[src/rtl/spi_slave_param_if.sv]
`default_nettype none
// ============================================================================
// Module      : spi_slave_param_if
// Description : Signal bundle between the SPI slave front-end and the
//               environment that drives it.
//               slave  modport : ss_n, mosi, tx_valid, tx_data in;
//                                rx_data, rx_valid, miso, err, busy out.
//               master modport : the mirror image, used by whoever drives
//                                the SPI pins and the RAM read-data path.
// Revision    : 1.0 - initial release
// ============================================================================
interface spi_slave_param_if #(
    parameter int DATA_W = 8
);
    logic              ss_n;
    logic              mosi;
    logic              tx_valid;
    logic [DATA_W-1:0] tx_data;
    logic [DATA_W+1:0] rx_data;
    logic              rx_valid;
    logic              miso;
    logic              err;
    logic              busy;

    modport slave (
        input  ss_n, mosi, tx_valid, tx_data,
        output rx_data, rx_valid, miso, err, busy
    );

    modport master (
        output ss_n, mosi, tx_valid, tx_data,
        input  rx_data, rx_valid, miso, err, busy
    );
endinterface
`default_nettype wire

[src/rtl/spi_slave_param.sv]
`default_nettype none
// ============================================================================
// Module      : spi_slave_param
// Description : SPI slave front-end for the single-port RAM path. Receives
//               one (DATA_W+2)-bit command frame per ss_n low period, MSB
//               first, and presents it on rx_data with a one-cycle rx_valid.
//               For read-data frames it then waits for the RAM read data
//               and shifts it out on miso, MSB first. Flags frame aborts,
//               read command sequence violations and read timeouts on err.
// Ports       : clk            - system clock, SPI pins sampled on rising edge
//               rst            - asynchronous active-high reset
//               bus (slave)    - ss_n, mosi, tx_valid, tx_data in;
//                                rx_data, rx_valid, miso, err, busy out
// Revision    : 1.0 - initial release
// ============================================================================
module spi_slave_param #(
    parameter int DATA_W     = 8,
    parameter int RD_TIMEOUT = 16
) (
    input  logic              clk,
    input  logic              rst,
    spi_slave_param_if.slave  bus
);

    localparam int FW    = DATA_W + 2;
    localparam int CNT_W = $clog2(FW);
    localparam int TO_W  = $clog2(RD_TIMEOUT + 1);
    localparam int SH_W  = $clog2(DATA_W + 1);

    localparam logic [CNT_W-1:0] LAST_BIT_CNT = CNT_W'(FW - 2);
    localparam logic [TO_W-1:0]  LAST_WAIT    = TO_W'(RD_TIMEOUT - 1);
    localparam logic [SH_W-1:0]  SH_LOAD      = SH_W'(DATA_W - 1);

    typedef enum logic [2:0] {
        ST_IDLE      = 3'd0,
        ST_CHK_CMD   = 3'd1,
        ST_WRITE     = 3'd2,
        ST_READ_ADD  = 3'd3,
        ST_READ_DATA = 3'd4
    } state_t;

    // Sub-phase of READ_DATA once the command frame has been accepted.
    typedef enum logic [1:0] {
        RD_WAIT  = 2'd0,
        RD_SHIFT = 2'd1,
        RD_DONE  = 2'd2
    } rd_phase_t;

    state_t            state_q,        state_d;
    rd_phase_t         rd_phase_q,     rd_phase_d;
    logic [FW-2:0]     rx_sr_q,        rx_sr_d;
    logic [CNT_W-1:0]  bit_cnt_q,      bit_cnt_d;
    logic              frame_done_q,   frame_done_d;
    logic              rd_addr_seen_q, rd_addr_seen_d;
    logic [TO_W-1:0]   wait_cnt_q,     wait_cnt_d;
    logic [DATA_W-1:0] tx_sr_q,        tx_sr_d;
    logic [SH_W-1:0]   sh_cnt_q,       sh_cnt_d;
    logic [FW-1:0]     rx_data_q,      rx_data_d;
    logic              rx_valid_q,     rx_valid_d;
    logic              miso_q,         miso_d;
    logic              err_q,          err_d;
    logic              busy_q,         busy_d;

    // Complete frame as it stands on the edge that samples bit 0.
    logic [FW-1:0] w_frame;
    logic          w_cmd_ok;

    assign w_frame = {rx_sr_q, bus.mosi};

    // The first command bit already steered the state, so only the second
    // bit distinguishes a legal read frame from a sequence violation.
    always_comb begin
        w_cmd_ok = 1'b0;
        case (state_q)
            ST_WRITE:     w_cmd_ok = 1'b1;
            ST_READ_ADD:  w_cmd_ok = (w_frame[FW-1:FW-2] == 2'b10);
            ST_READ_DATA: w_cmd_ok = (w_frame[FW-1:FW-2] == 2'b11);
            default:      w_cmd_ok = 1'b0;
        endcase
    end

    always_comb begin
        state_d        = state_q;
        rd_phase_d     = rd_phase_q;
        rx_sr_d        = rx_sr_q;
        bit_cnt_d      = bit_cnt_q;
        frame_done_d   = frame_done_q;
        rd_addr_seen_d = rd_addr_seen_q;
        wait_cnt_d     = wait_cnt_q;
        tx_sr_d        = tx_sr_q;
        sh_cnt_d       = sh_cnt_q;
        rx_data_d      = rx_data_q;
        rx_valid_d     = 1'b0;
        miso_d         = miso_q;
        err_d          = 1'b0;

        if (state_q != ST_IDLE && bus.ss_n) begin
            // Deselect always wins. It is only an error if the frame was
            // still incomplete; abandoning a miso shift is silent.
            state_d    = ST_IDLE;
            rd_phase_d = RD_DONE;
            miso_d     = 1'b0;
            err_d      = !frame_done_q;
        end else begin
            case (state_q)
                ST_IDLE: begin
                    rx_sr_d      = '0;
                    bit_cnt_d    = '0;
                    frame_done_d = 1'b0;
                    rd_phase_d   = RD_DONE;
                    wait_cnt_d   = '0;
                    miso_d       = 1'b0;
                    if (!bus.ss_n) begin
                        state_d = ST_CHK_CMD;
                    end
                end

                ST_CHK_CMD: begin
                    rx_sr_d   = {{(FW-2){1'b0}}, bus.mosi};
                    bit_cnt_d = '0;
                    if (!bus.mosi) begin
                        state_d = ST_WRITE;
                    end else if (!rd_addr_seen_q) begin
                        state_d = ST_READ_ADD;
                    end else begin
                        state_d = ST_READ_DATA;
                    end
                end

                ST_WRITE, ST_READ_ADD, ST_READ_DATA: begin
                    if (!frame_done_q) begin
                        rx_sr_d   = w_frame[FW-2:0];
                        bit_cnt_d = bit_cnt_q + CNT_W'(1);
                        if (bit_cnt_q == LAST_BIT_CNT) begin
                            frame_done_d = 1'b1;
                            if (w_cmd_ok) begin
                                rx_valid_d = 1'b1;
                                rx_data_d  = w_frame;
                                if (state_q == ST_READ_ADD) begin
                                    rd_addr_seen_d = 1'b1;
                                end
                                if (state_q == ST_READ_DATA) begin
                                    rd_addr_seen_d = 1'b0;
                                    rd_phase_d     = RD_WAIT;
                                    wait_cnt_d     = '0;
                                end
                            end else begin
                                err_d = 1'b1;
                            end
                        end
                    end else if (state_q == ST_READ_DATA) begin
                        case (rd_phase_q)
                            RD_WAIT: begin
                                if (bus.tx_valid) begin
                                    // MSB goes out immediately; the rest
                                    // is held left-aligned in tx_sr.
                                    miso_d     = bus.tx_data[DATA_W-1];
                                    tx_sr_d    = bus.tx_data << 1;
                                    sh_cnt_d   = SH_LOAD;
                                    rd_phase_d = RD_SHIFT;
                                end else if (wait_cnt_q == LAST_WAIT) begin
                                    err_d      = 1'b1;
                                    miso_d     = 1'b0;
                                    rd_phase_d = RD_DONE;
                                end else begin
                                    wait_cnt_d = wait_cnt_q + TO_W'(1);
                                end
                            end
                            RD_SHIFT: begin
                                if (sh_cnt_q == '0) begin
                                    miso_d     = 1'b0;
                                    rd_phase_d = RD_DONE;
                                end else begin
                                    miso_d   = tx_sr_q[DATA_W-1];
                                    tx_sr_d  = tx_sr_q << 1;
                                    sh_cnt_d = sh_cnt_q - SH_W'(1);
                                end
                            end
                            default: begin
                                miso_d = 1'b0;
                            end
                        endcase
                    end
                end

                default: begin
                    state_d = ST_IDLE;
                end
            endcase
        end

        busy_d = (state_d != ST_IDLE);
    end

    always_ff @(posedge clk or posedge rst) begin
        if (rst) begin
            state_q        <= ST_IDLE;
            rd_phase_q     <= RD_DONE;
            rx_sr_q        <= '0;
            bit_cnt_q      <= '0;
            frame_done_q   <= 1'b0;
            rd_addr_seen_q <= 1'b0;
            wait_cnt_q     <= '0;
            tx_sr_q        <= '0;
            sh_cnt_q       <= '0;
            rx_data_q      <= '0;
            rx_valid_q     <= 1'b0;
            miso_q         <= 1'b0;
            err_q          <= 1'b0;
            busy_q         <= 1'b0;
        end else begin
            state_q        <= state_d;
            rd_phase_q     <= rd_phase_d;
            rx_sr_q        <= rx_sr_d;
            bit_cnt_q      <= bit_cnt_d;
            frame_done_q   <= frame_done_d;
            rd_addr_seen_q <= rd_addr_seen_d;
            wait_cnt_q     <= wait_cnt_d;
            tx_sr_q        <= tx_sr_d;
            sh_cnt_q       <= sh_cnt_d;
            rx_data_q      <= rx_data_d;
            rx_valid_q     <= rx_valid_d;
            miso_q         <= miso_d;
            err_q          <= err_d;
            busy_q         <= busy_d;
        end
    end

    assign bus.rx_data  = rx_data_q;
    assign bus.rx_valid = rx_valid_q;
    assign bus.miso     = miso_q;
    assign bus.err      = err_q;
    assign bus.busy     = busy_q;

endmodule
`default_nettype wire

[src/flat_wrapper.sv]
// flat-port wrapper written by rule: the top's interface ports become plain ports
module spi_slave_param_flat 
#(
    parameter int DATA_W     = 8,
    parameter int RD_TIMEOUT = 16
)
  (clk, rst, bus_ss_n, bus_mosi, bus_tx_valid, bus_tx_data, bus_rx_data, bus_rx_valid, bus_miso, bus_err, bus_busy);
  spi_slave_param_if #(.DATA_W(DATA_W)) bus_i ();
  input  logic clk;
  input  logic rst;
  input wire logic [$bits(bus_i.ss_n)-1:0] bus_ss_n;
  input wire logic [$bits(bus_i.mosi)-1:0] bus_mosi;
  input wire logic [$bits(bus_i.tx_valid)-1:0] bus_tx_valid;
  input wire logic [$bits(bus_i.tx_data)-1:0] bus_tx_data;
  output wire logic [$bits(bus_i.rx_data)-1:0] bus_rx_data;
  output wire logic [$bits(bus_i.rx_valid)-1:0] bus_rx_valid;
  output wire logic [$bits(bus_i.miso)-1:0] bus_miso;
  output wire logic [$bits(bus_i.err)-1:0] bus_err;
  output wire logic [$bits(bus_i.busy)-1:0] bus_busy;
  assign bus_i.ss_n = bus_ss_n;
  assign bus_i.mosi = bus_mosi;
  assign bus_i.tx_valid = bus_tx_valid;
  assign bus_i.tx_data = bus_tx_data;
  assign bus_rx_data = bus_i.rx_data;
  assign bus_rx_valid = bus_i.rx_valid;
  assign bus_miso = bus_i.miso;
  assign bus_err = bus_i.err;
  assign bus_busy = bus_i.busy;
  spi_slave_param #(.DATA_W(DATA_W), .RD_TIMEOUT(RD_TIMEOUT)) u_core (.clk(clk), .rst(rst), .bus(bus_i));
endmodule
[config.mk]
export PLATFORM = sky130hd
export DESIGN_NAME = spi_slave_param_flat
export DESIGN_NICKNAME = d
export VERILOG_FILES = /design/src/rtl/spi_slave_param_if.sv /design/src/rtl/spi_slave_param.sv /design/src/flat_wrapper.sv
export SDC_FILE = /design/constraint.sdc
export NUM_CORES = 1
export LEC_CHECK = 0
export BUFFER_PORTS_ARGS = -buffer_cell sky130_fd_sc_hd__buf_2
export CAP_MARGIN = 20
export CORE_ASPECT_RATIO = 0.7
export CORE_MARGIN = 2
export CORE_UTILIZATION = 30
export CTS_CLUSTER_DIAMETER = 120
export CTS_CLUSTER_SIZE = 30
export DETAILED_ROUTE_END_ITERATION = 16
export GPL_ROUTABILITY_DRIVEN = 0
export SYNTH_ARGS = -nofsm -noshare
export SYNTH_HDL_FRONTEND = slang
export SYNTH_SLANG_ARGS = --single-unit
[constraint.sdc]
create_clock -name clk -period 2.4 [get_ports clk]
set_input_delay 0.24 -clock clk [delete_from_list [all_inputs] [get_ports clk]]
set_output_delay 0.24 -clock clk [all_outputs]
set_load 0.01 [all_outputs]
# After elaboration in Yosys (flattened, before gate mapping)
# Index checks and enable logic that the tools add are counted.
# word_totals
regBits	51
input_bits	13
elab_cells	135
# op_classes
addsub	3
eq_ne	29
reduce_logical	24
bitwise_logic	2
muxes	63
# op_table
op	count
5-bit two-way mux	8
9-bit case mux with 3 select lines	1
1-bit two-way mux	24
2-bit two-way mux	9
8-bit two-way mux	2
4-bit case mux with 2 select lines	2
8-bit case mux with 2 select lines	1
5-bit inequality test (second input constant)	3
3-bit two-way mux	4
4-bit two-way mux	3
3-bit by 1-bit inequality test with 1-bit output (second input constant)	4
3-bit inequality test (second input constant)	4
3-bit nonzero test	4
5-bit case mux with 2 select lines	1
9-bit two-way mux	1
3-bit case mux with 3 select lines	1
9-bit AND reduction	1
4-bit by 1-bit inequality test with 1-bit output (second input constant)	2
4-bit inequality test (second input constant)	2
2-bit case mux with 2 select lines	2
8-bit AND reduction	1
2-bit nonzero test	4
7-bit AND reduction	1
3-bit by 2-bit == test with 1-bit output (second input constant)	2
27 further kinds	34

# Longest topological paths before layout
# Gate-level depths: netlist (run 1).
# logic_depth
word_depth	8
ltp_mapped	9

# Least setup slack after synthesis (run 1)
# No wires, ideal clock.
# synth_path
path_kind	register -> register
start	register u_core.wait_cnt_q[0]
end	register u_core.rd_phase_q[1]
path_buffers	0
required_time_ns	2.315
slack_ns	0.422
path_stages_with_launch	9
setup_time_ns	0.085
arrival_ns	1.894
cell_sequence	dfrtp_1 > ha_1 > and3_1 > ha_1 > nor4_1 > o311ai_1 > a21oi_1 > a311oi_2 > mux2_1
# synth_via
elab_chain_len	3
# synth_lines
element	line_no	text
from (decl)	spi_slave_param.sv:55	logic [TO_W-1:0] wait_cnt_q, wait_cnt_d;
from (signal assigned)	spi_slave_param.sv:218	wait_cnt_q <= wait_cnt_d;
5-bit by 4-bit == test with 1-bit output	spi_slave_param.sv:161	end else if (wait_cnt_q == LAST_WAIT) begin
6-bit inequality test (no line)	-	
8-bit AND reduction (no line)	-	
to (signal assigned)	spi_slave_param.sv:213	rd_phase_q <= rd_phase_d;
to (decl)	spi_slave_param.sv:50	rd_phase_t rd_phase_q, rd_phase_d;
# No other way between the ends.
# A chain may end at the register's enable or synchronous reset.

# Final worst setup path (run 1)
# Ends and elaborated chain as after synthesis.

==> impl_results.md, run 1 <==
- Worst path most repeated cell: ha_1
- Simple-gate share of the synthesized area: 16.0%
- Dpl cell area: 0.00271 sq mm
- Post-Synth XOR/XNOR Area: 0.355%
- Mux contribution to synthesized area: 7.97%
- Final core occ: 36.2%
- Final count of hold timing violations: 0
- Largest family of logic cells by synthesized area: compound AO/OA/AOI/OAI gates
- Die area: 0.00897 sq mm
- Post-synthesis compound-gate area fraction: 17.8%
- Clock sinks: 50
- Yosys top cell area share: 49.7%
- Worst setup EP type: flop
- Top post-synthesis cells by area: dfrtp_1 (50%), mux2_1 (4.1%), nand2_1 (3.5%)
- Type of the worst min-delay path: input port to flop
- Clock-pin slew on the worst setup and hold paths: 0.06 ns
- Setup TNS: 0 ns
- Final wirelength: 4760 microns
- CP Class: flop to flop
- Peak supply drop: 0.000375 V
- WL per Instance: 13.0 microns
- Die H: 79.8 microns
- Final setup vio count: 0
- First-pass GRT wire length: 8420 microns
- GRT overflow: 0
- CP cell instances: ha_1 -> and3_1 -> ha_1 -> nor4_1 -> o311ai_1 -> a21oi_1 -> a311oi_2 -> mux2_1
- Syn Std Cell Area: 0.00246 sq mm
- Slew Limit Fails: 0
- Num ports: 27
- Period utilisation layout: 92.0%
- Largest net degree at the start of global routing: 29
- Initial core utilization: 31.2%
- Yosys warns: 0
- Crit path DAT: 2.41 ns
- Vias in the first global route: 1694
- DR iter-0 viols: 141
- Dpl hpwl: 3460 microns
- Adder-cell share of the synthesized area: 2.54%
- CP Depth: 8
- Core footprint: 0.00791 sq mm
- Worst Tran Pin Value: 0.651 ns
- WHS Path Cells: 3
- Setup Buffers After CTS: 0
- Clock Skew: 0.00572 ns
- Antenna violations before repair: 0
- Crit path launch type: flop
- ANT nets after route: 0
- Clock latency on the worst-skew pair: 0.28 ns
- Root Driver: clkbuf_16
- Dominant synthesized flop cell: dfrtp_1
- Reg2Reg Depth: 8
- P&R area growth vs syn: 15.9%
- Cell area after layout: 0.00286 sq mm
- Post-CTS Hold Fix Bufs: 1
- Rows: 27
- Run status: completed
- Num CTS Buffers: 5
- Worst-path maximum fanout: 5
- Highest clock rate: 0.453 GHz
- Nets: 282
- Share of layout cells above drive strength 1: 21.2%
- Cell variety after synth: 54
- Post-CTS Resized: 0
- Max stage delay on crit path: 0.42 ns
- CP required: 2.61 ns
- CTS tree: built
- Number of synthesized flops with an enable pin: 0
- Htree depth: 2
- Vias after detailed routing: 1824
- Vias per inst: 5.00
- CP max stage cell: dfrtp_1
- Asr flop ratio synth: 100%
- Cells after synthesis: 234
- Clock tree buffer depth: 2
- Max_cap viols: 0
- Drt drc: 0
- Post-synthesis sequential area ratio: 50.8%
- P_leak: 0.00136 uW
- Final min period: 2.21 ns
- Top Family by Delay on Critical Path: simple AND/OR/NAND/NOR gates
- Post-synth net total: 252
- Commonest non-fill, non-tap cell in the layout: dfrtp_1
- 1st-pass router iterations: 4
- PortBufs: 26
- Rel. slew slack: 56.2%
- Syn Area/Cell: 10.5 sq um
- Leading cell types in the layout, fill and taps excluded: dfrtp_1 (49), buf_2 (26), nand2_1 (23)
- Yosys reg bits: 50
- Unrepaired setup endpoints after global routing: false
- Pwr dens: 595 mW/mm^2
- Ant diodes: 0
- GRT Overall Usage: 11.7%
- Yosys top cell by area: dfrtp_1
- Die Wd: 112 microns
- Worst path buffer plus inverter count: 0
[cells by family after synthesis]
| family | count (synthesis) |
|---|---|
| buf+inv | 23 |
| simple gates | 74 |
| flops | 50 |
| fa+ha+maj | 5 |
| xor+xnor | 1 |
| compound gates | 63 |
| mux | 18 |
[per-stage QoR]
| step | hold WS (ns) | std cells | worst slack (ns) | total power, uW |
|---|---|---|---|---|
| 3_5_place_dp | 0.294 | 357 | 0.238 | 1050 |
| 5_1_grt | 0.226 | 365 | 0.0631 | 1800 |
| 4_1_cts | 0.199 | 365 | 0.218 | 1730 |
| 2_1_floorplan | 0.380 | 234 | 0.422 | 1000 |
| 6_report | 0.204 | 365 | 0.192 | 1700 |
| 3_3_place_gp | 0.299 | 357 | 0.312 | 1050 |
[Yosys cell counts, types with 6 or more instances]
| library cell | number |
|---|---|
| nand3_1 | 6 |
| dfrtp_1 | 49 |
| o21ai_0 | 9 |
| inv_1 | 10 |
| a31oi_1 | 6 |
| mux2_1 | 9 |
| nor2_1 | 15 |
| nand2_1 | 23 |
| a21oi_1 | 14 |
| a22o_1 | 9 |
| nor2b_1 | 6 |
[worst min-delay path, stage by stage]
cell and delay, ns:
buf_2 0.08, nand3b_1 0.06, o21ai_0 0.07
[per-layer routing]
layer	vias up	track usage [%]	wire length [microns]
li1	898	-	-
met1	891	17.5	2570
met2	30	16.5	1980
met3	5	2.28	144
met4	0	4.39	59
met5	-	0	0
[layout make-up]
| type | count | area [sq um] |
|---|---|---|
| Fill cell | 814 | 5050 |
| Sequential cell | 50 | 1250 |
| Multi-Input combinational cell | 161 | 1100 |
| Timing Repair Buffer | 35 | 200 |
| Clock buffer | 6 | 129 |
| Tap cell | 101 | 126 |
| Inverter | 11 | 41.3 |
| Clock inverter | 1 | 7.51 |
[where the power goes]
| part | total (uW) | switching [uW] | leakage (uW) | internal (uW) |
|---|---|---|---|---|
| clock | 670 | 289 | 0.0000629 | 381 |
| sequential | 885 | 25.4 | 0.000682 | 860 |
| combinational | 145 | 88.6 | 0.000611 | 56.0 |
[state kept, by name, summed over array words and instances, names as in the netlist]
signal and flops:
u_core.wait_cnt_q 5, u_core.bus.err 1, u_core.bit_cnt_q 4, u_core.bus.rx_data 10, u_core.bus.busy 1, u_core.tx_sr_q 7
u_core.rd_phase_q 2, u_core.bus.miso 1, u_core.bus.rx_valid 1, u_core.state_q 3, u_core.rd_addr_seen_q 1, u_core.rx_sr_q 9
u_core.sh_cnt_q 4, u_core.frame_done_q 1
[final timing paths]
path                                  startpoint               endpoint  slack (ns)
setup / recovery            u_core.wait_cnt_q[0]   u_core.rd_phase_q[1]        0.19
hold / removal                    bus_tx_data[0]      u_core.tx_sr_q[1]        0.20
setup reg to reg            u_core.wait_cnt_q[0]   u_core.rd_phase_q[1]        0.19
hold reg to reg            u_core.bus.rx_data[6]  u_core.bus.rx_data[6]        0.48
max in group asynchronous                    rst      u_core.rx_sr_q[3]        1.14
min in group asynchronous                    rst        u_core.bus.busy        0.53
No activity file was read; power rests on OpenSTA's default activity.
==> inputs of run 2 (changes only) <==
CTS_BUF_LIST = sky130_fd_sc_hd__clkbuf_8   (was unset)
==> run 2 against run 1 <==
Against the previous run:
- combinational power about the same
- setup slack got worse by 0.0097 ns
- clock power decreased by 31%
- register-to-register slack about the same
- hold slack got worse by 0.014 ns
- sequential share of layout area increased by 0.88 points
- via count decreased by 0.99%
- final cell count unchanged
- fmax decreased by 0.44%
- sequential power about the same
- highest routed layer unchanged
==> impl_results.md, run 2 (same netlist as run 1, synthesis figures left out) <==
- CP required: 2.62 ns (about the same)
- Crit path DAT: 2.44 ns (+0.03 ns)
- Clock latency on the worst-skew pair: 0.29 ns (about the same)
- Clock-pin slew on the worst setup and hold paths: 0.09 ns (+0.03 ns)
- GRT overflow: 0 (unchanged)
- ANT nets after route: 0 (unchanged)
- P_leak: 0.00133 uW (-1.6%)
- Worst path most repeated cell: ha_1
- Type of the worst min-delay path: input port to flop
- Run status: completed
- First-pass GRT wire length: 8400 microns (-0.25%)
- Largest net degree at the start of global routing: 29 (unchanged)
- Placed cell count: 357 (unchanged)
- Peak supply drop: 0.000295 V (-21%)
- Num ports: 27 (unchanged)
- Setup Buffers After CTS: 0 (unchanged)
- Max stage delay on crit path: 0.44 ns (+0.02 ns)
- Die area: 0.00897 sq mm (unchanged)
- Ant diodes: 0 (unchanged)
- Root Driver: clkbuf_8
- Vias per inst: 4.95 (-0.99%)
- Worst Tran Pin Value: 0.677 ns (+0.0260 ns)
- Min-delay src: bus_tx_data[0]
- Die H: 79.8 microns (unchanged)
- Max_cap viols: 0 (unchanged)
- Worst setup EP type: flop
- CP cell instances: ha_1 -> and3_1 -> ha_1 -> nor4_1 -> o311ai_1 -> a21oi_1 -> a311oi_2 -> mux2_1
- 1st-pass router iterations: 4 (unchanged)
- Setup TNS: 0 ns (unchanged)
- DR iter-0 viols: 136 (-3.5%)
- Pwr dens: 531 mW/mm^2 (-11%)
- Post-CTS Resized: 0 (unchanged)
- Vias after detailed routing: 1806 (-0.99%)
- Final min period: 2.22 ns (+0.00969 ns)
- Final count of hold timing violations: 0 (unchanged)
- Rows: 27 (unchanged)
- GRT Overall Usage: 11.6% (-0.066 points)
- CP Class: flop to flop
- Slew Limit Fails: 0 (unchanged)
- Commonest non-fill, non-tap cell in the layout: dfrtp_1
- Die Wd: 112 microns (unchanged)
- Crit path launch type: flop
- Share of layout cells above drive strength 1: 21.2% (unchanged)
- CTS tree: built
- Clock sinks: 50 (unchanged)
- Nets: 282 (unchanged)
- PortBufs: 26 (unchanged)
- Rel. slew slack: 54.5% (-1.8 points)
- Highest clock rate: 0.451 GHz (-0.44%)
- Drt drc: 0 (unchanged)
- Unrepaired setup endpoints after global routing: false
- Initial core utilization: 31.2% (unchanged)
- Leading cell types in the layout, fill and taps excluded: dfrtp_1 (49), buf_2 (26), nand2_1 (23)
- Worst-path maximum fanout: 5 (unchanged)
- CP startpoint: u_core.wait_cnt_q[0]
- Vias in the first global route: 1699 (+0.30%)
- Antenna violations before repair: 0 (unchanged)
- Core footprint: 0.00791 sq mm (unchanged)
- Max FFs per register: 10 (unchanged)
- CP max stage cell: dfrtp_1
- WL per Instance: 13.0 microns (-0.34%)
- Dpl hpwl: 3460 microns (unchanged)
- Non-filler cells, final: 365 (unchanged)
- Period utilisation layout: 92.4% (+0.40 points)
- Clock Skew: 0.00541 ns (-0.000305 ns)
- Final setup vio count: 0 (unchanged)
- Final wirelength: 4750 microns (-0.34%)
- Worst reg2reg path startpoint: u_core.wait_cnt_q[0]
- P&R area growth vs syn: 13.7%
- Num CTS Buffers: 5 (unchanged)
- Clock tree buffer depth: 2 (unchanged)
- Htree depth: 2 (unchanged)
-- run 2: changes by cell type in the layout (fill, tap and decap cells not counted) --
cell and delta:
clkbuf_16 -5, clkbuf_8 +5, clkbuf_1 -1, inv_1 +1
-- run 2: worst max-delay path, delay by kind of cell, from the launching register on --
kind	cells	cell delay, ns
and+or+nand+nor	2	0.51
muxes	1	0.33
DFF	1	0.44
AOI/OAI and AO/OA	3	0.42
adders and majority gates	2	0.45
-- run 2: layout make-up --
class                   count  area, sq um
fillers                   823         5100
flip-flops and latches     50         1250
multi-input cells         161         1100
repair buffers             35          200
well taps                 101          126
clock buffers               5         68.8
inverters                  11         41.3
clock inverters             2         11.3
-- run 2: routing by layer --
| layer | wire length, microns | track usage [%] |
|---|---|---|
| met2 | 2000 | 16.5 |
| met3 | 131 | 2.28 |
| met5 | 0 | 0 |
| met4 | 52 | 4.02 |
| met1 | 2560 | 17.5 |
-- run 2: power by group --
part | internal [uW] | switching, uW
logic | 56.0 | 88.4
registers | 859 | 25.1
clock network | 196 | 263
total | 1110 | 376
-- run 2: final timing paths --
path / to / slack, ns / cells past startpoint
max reg2reg: u_core.rd_phase_q[1] / 0.18 / 8
max: u_core.rd_phase_q[1] / 0.18 / 8
min reg2reg: u_core.bus.rx_data[6] / 0.48 / 1
min: u_core.tx_sr_q[1] / 0.19 / 3
max in group asynchronous: u_core.rx_sr_q[3] / 1.16 / 4
min in group asynchronous: u_core.state_q[2] / 0.52 / 3
-- run 2: per-stage QoR --
| stage | hold slack, ns | total power, uW | utilization, % | cell area [sq um] | setup slack (ns) |
|---|---|---|---|---|---|
| 2_1_floorplan | 0.380 | 1000 | - | 2460 | 0.422 |
| 3_3_place_gp | 0.299 | 1050 | 34.3 | 2710 | 0.312 |
| 3_5_place_dp | 0.294 | 1050 | 34.3 | 2710 | 0.238 |
| 4_1_cts | 0.180 | 1520 | 35.4 | 2800 | 0.210 |
| 5_1_grt | 0.195 | 1590 | 35.4 | 2800 | 0.0571 |
| 6_report | 0.190 | 1490 | 35.4 | 2800 | 0.182 |
-- run 2: timing repair --
| item | in CTS | in global routing |
|---|---|---|
| setup endpoints to repair | 0 | 0 |
| hold buffers | 1 | 0 |
| endpoints found under the hold margin | 21 | 0 |
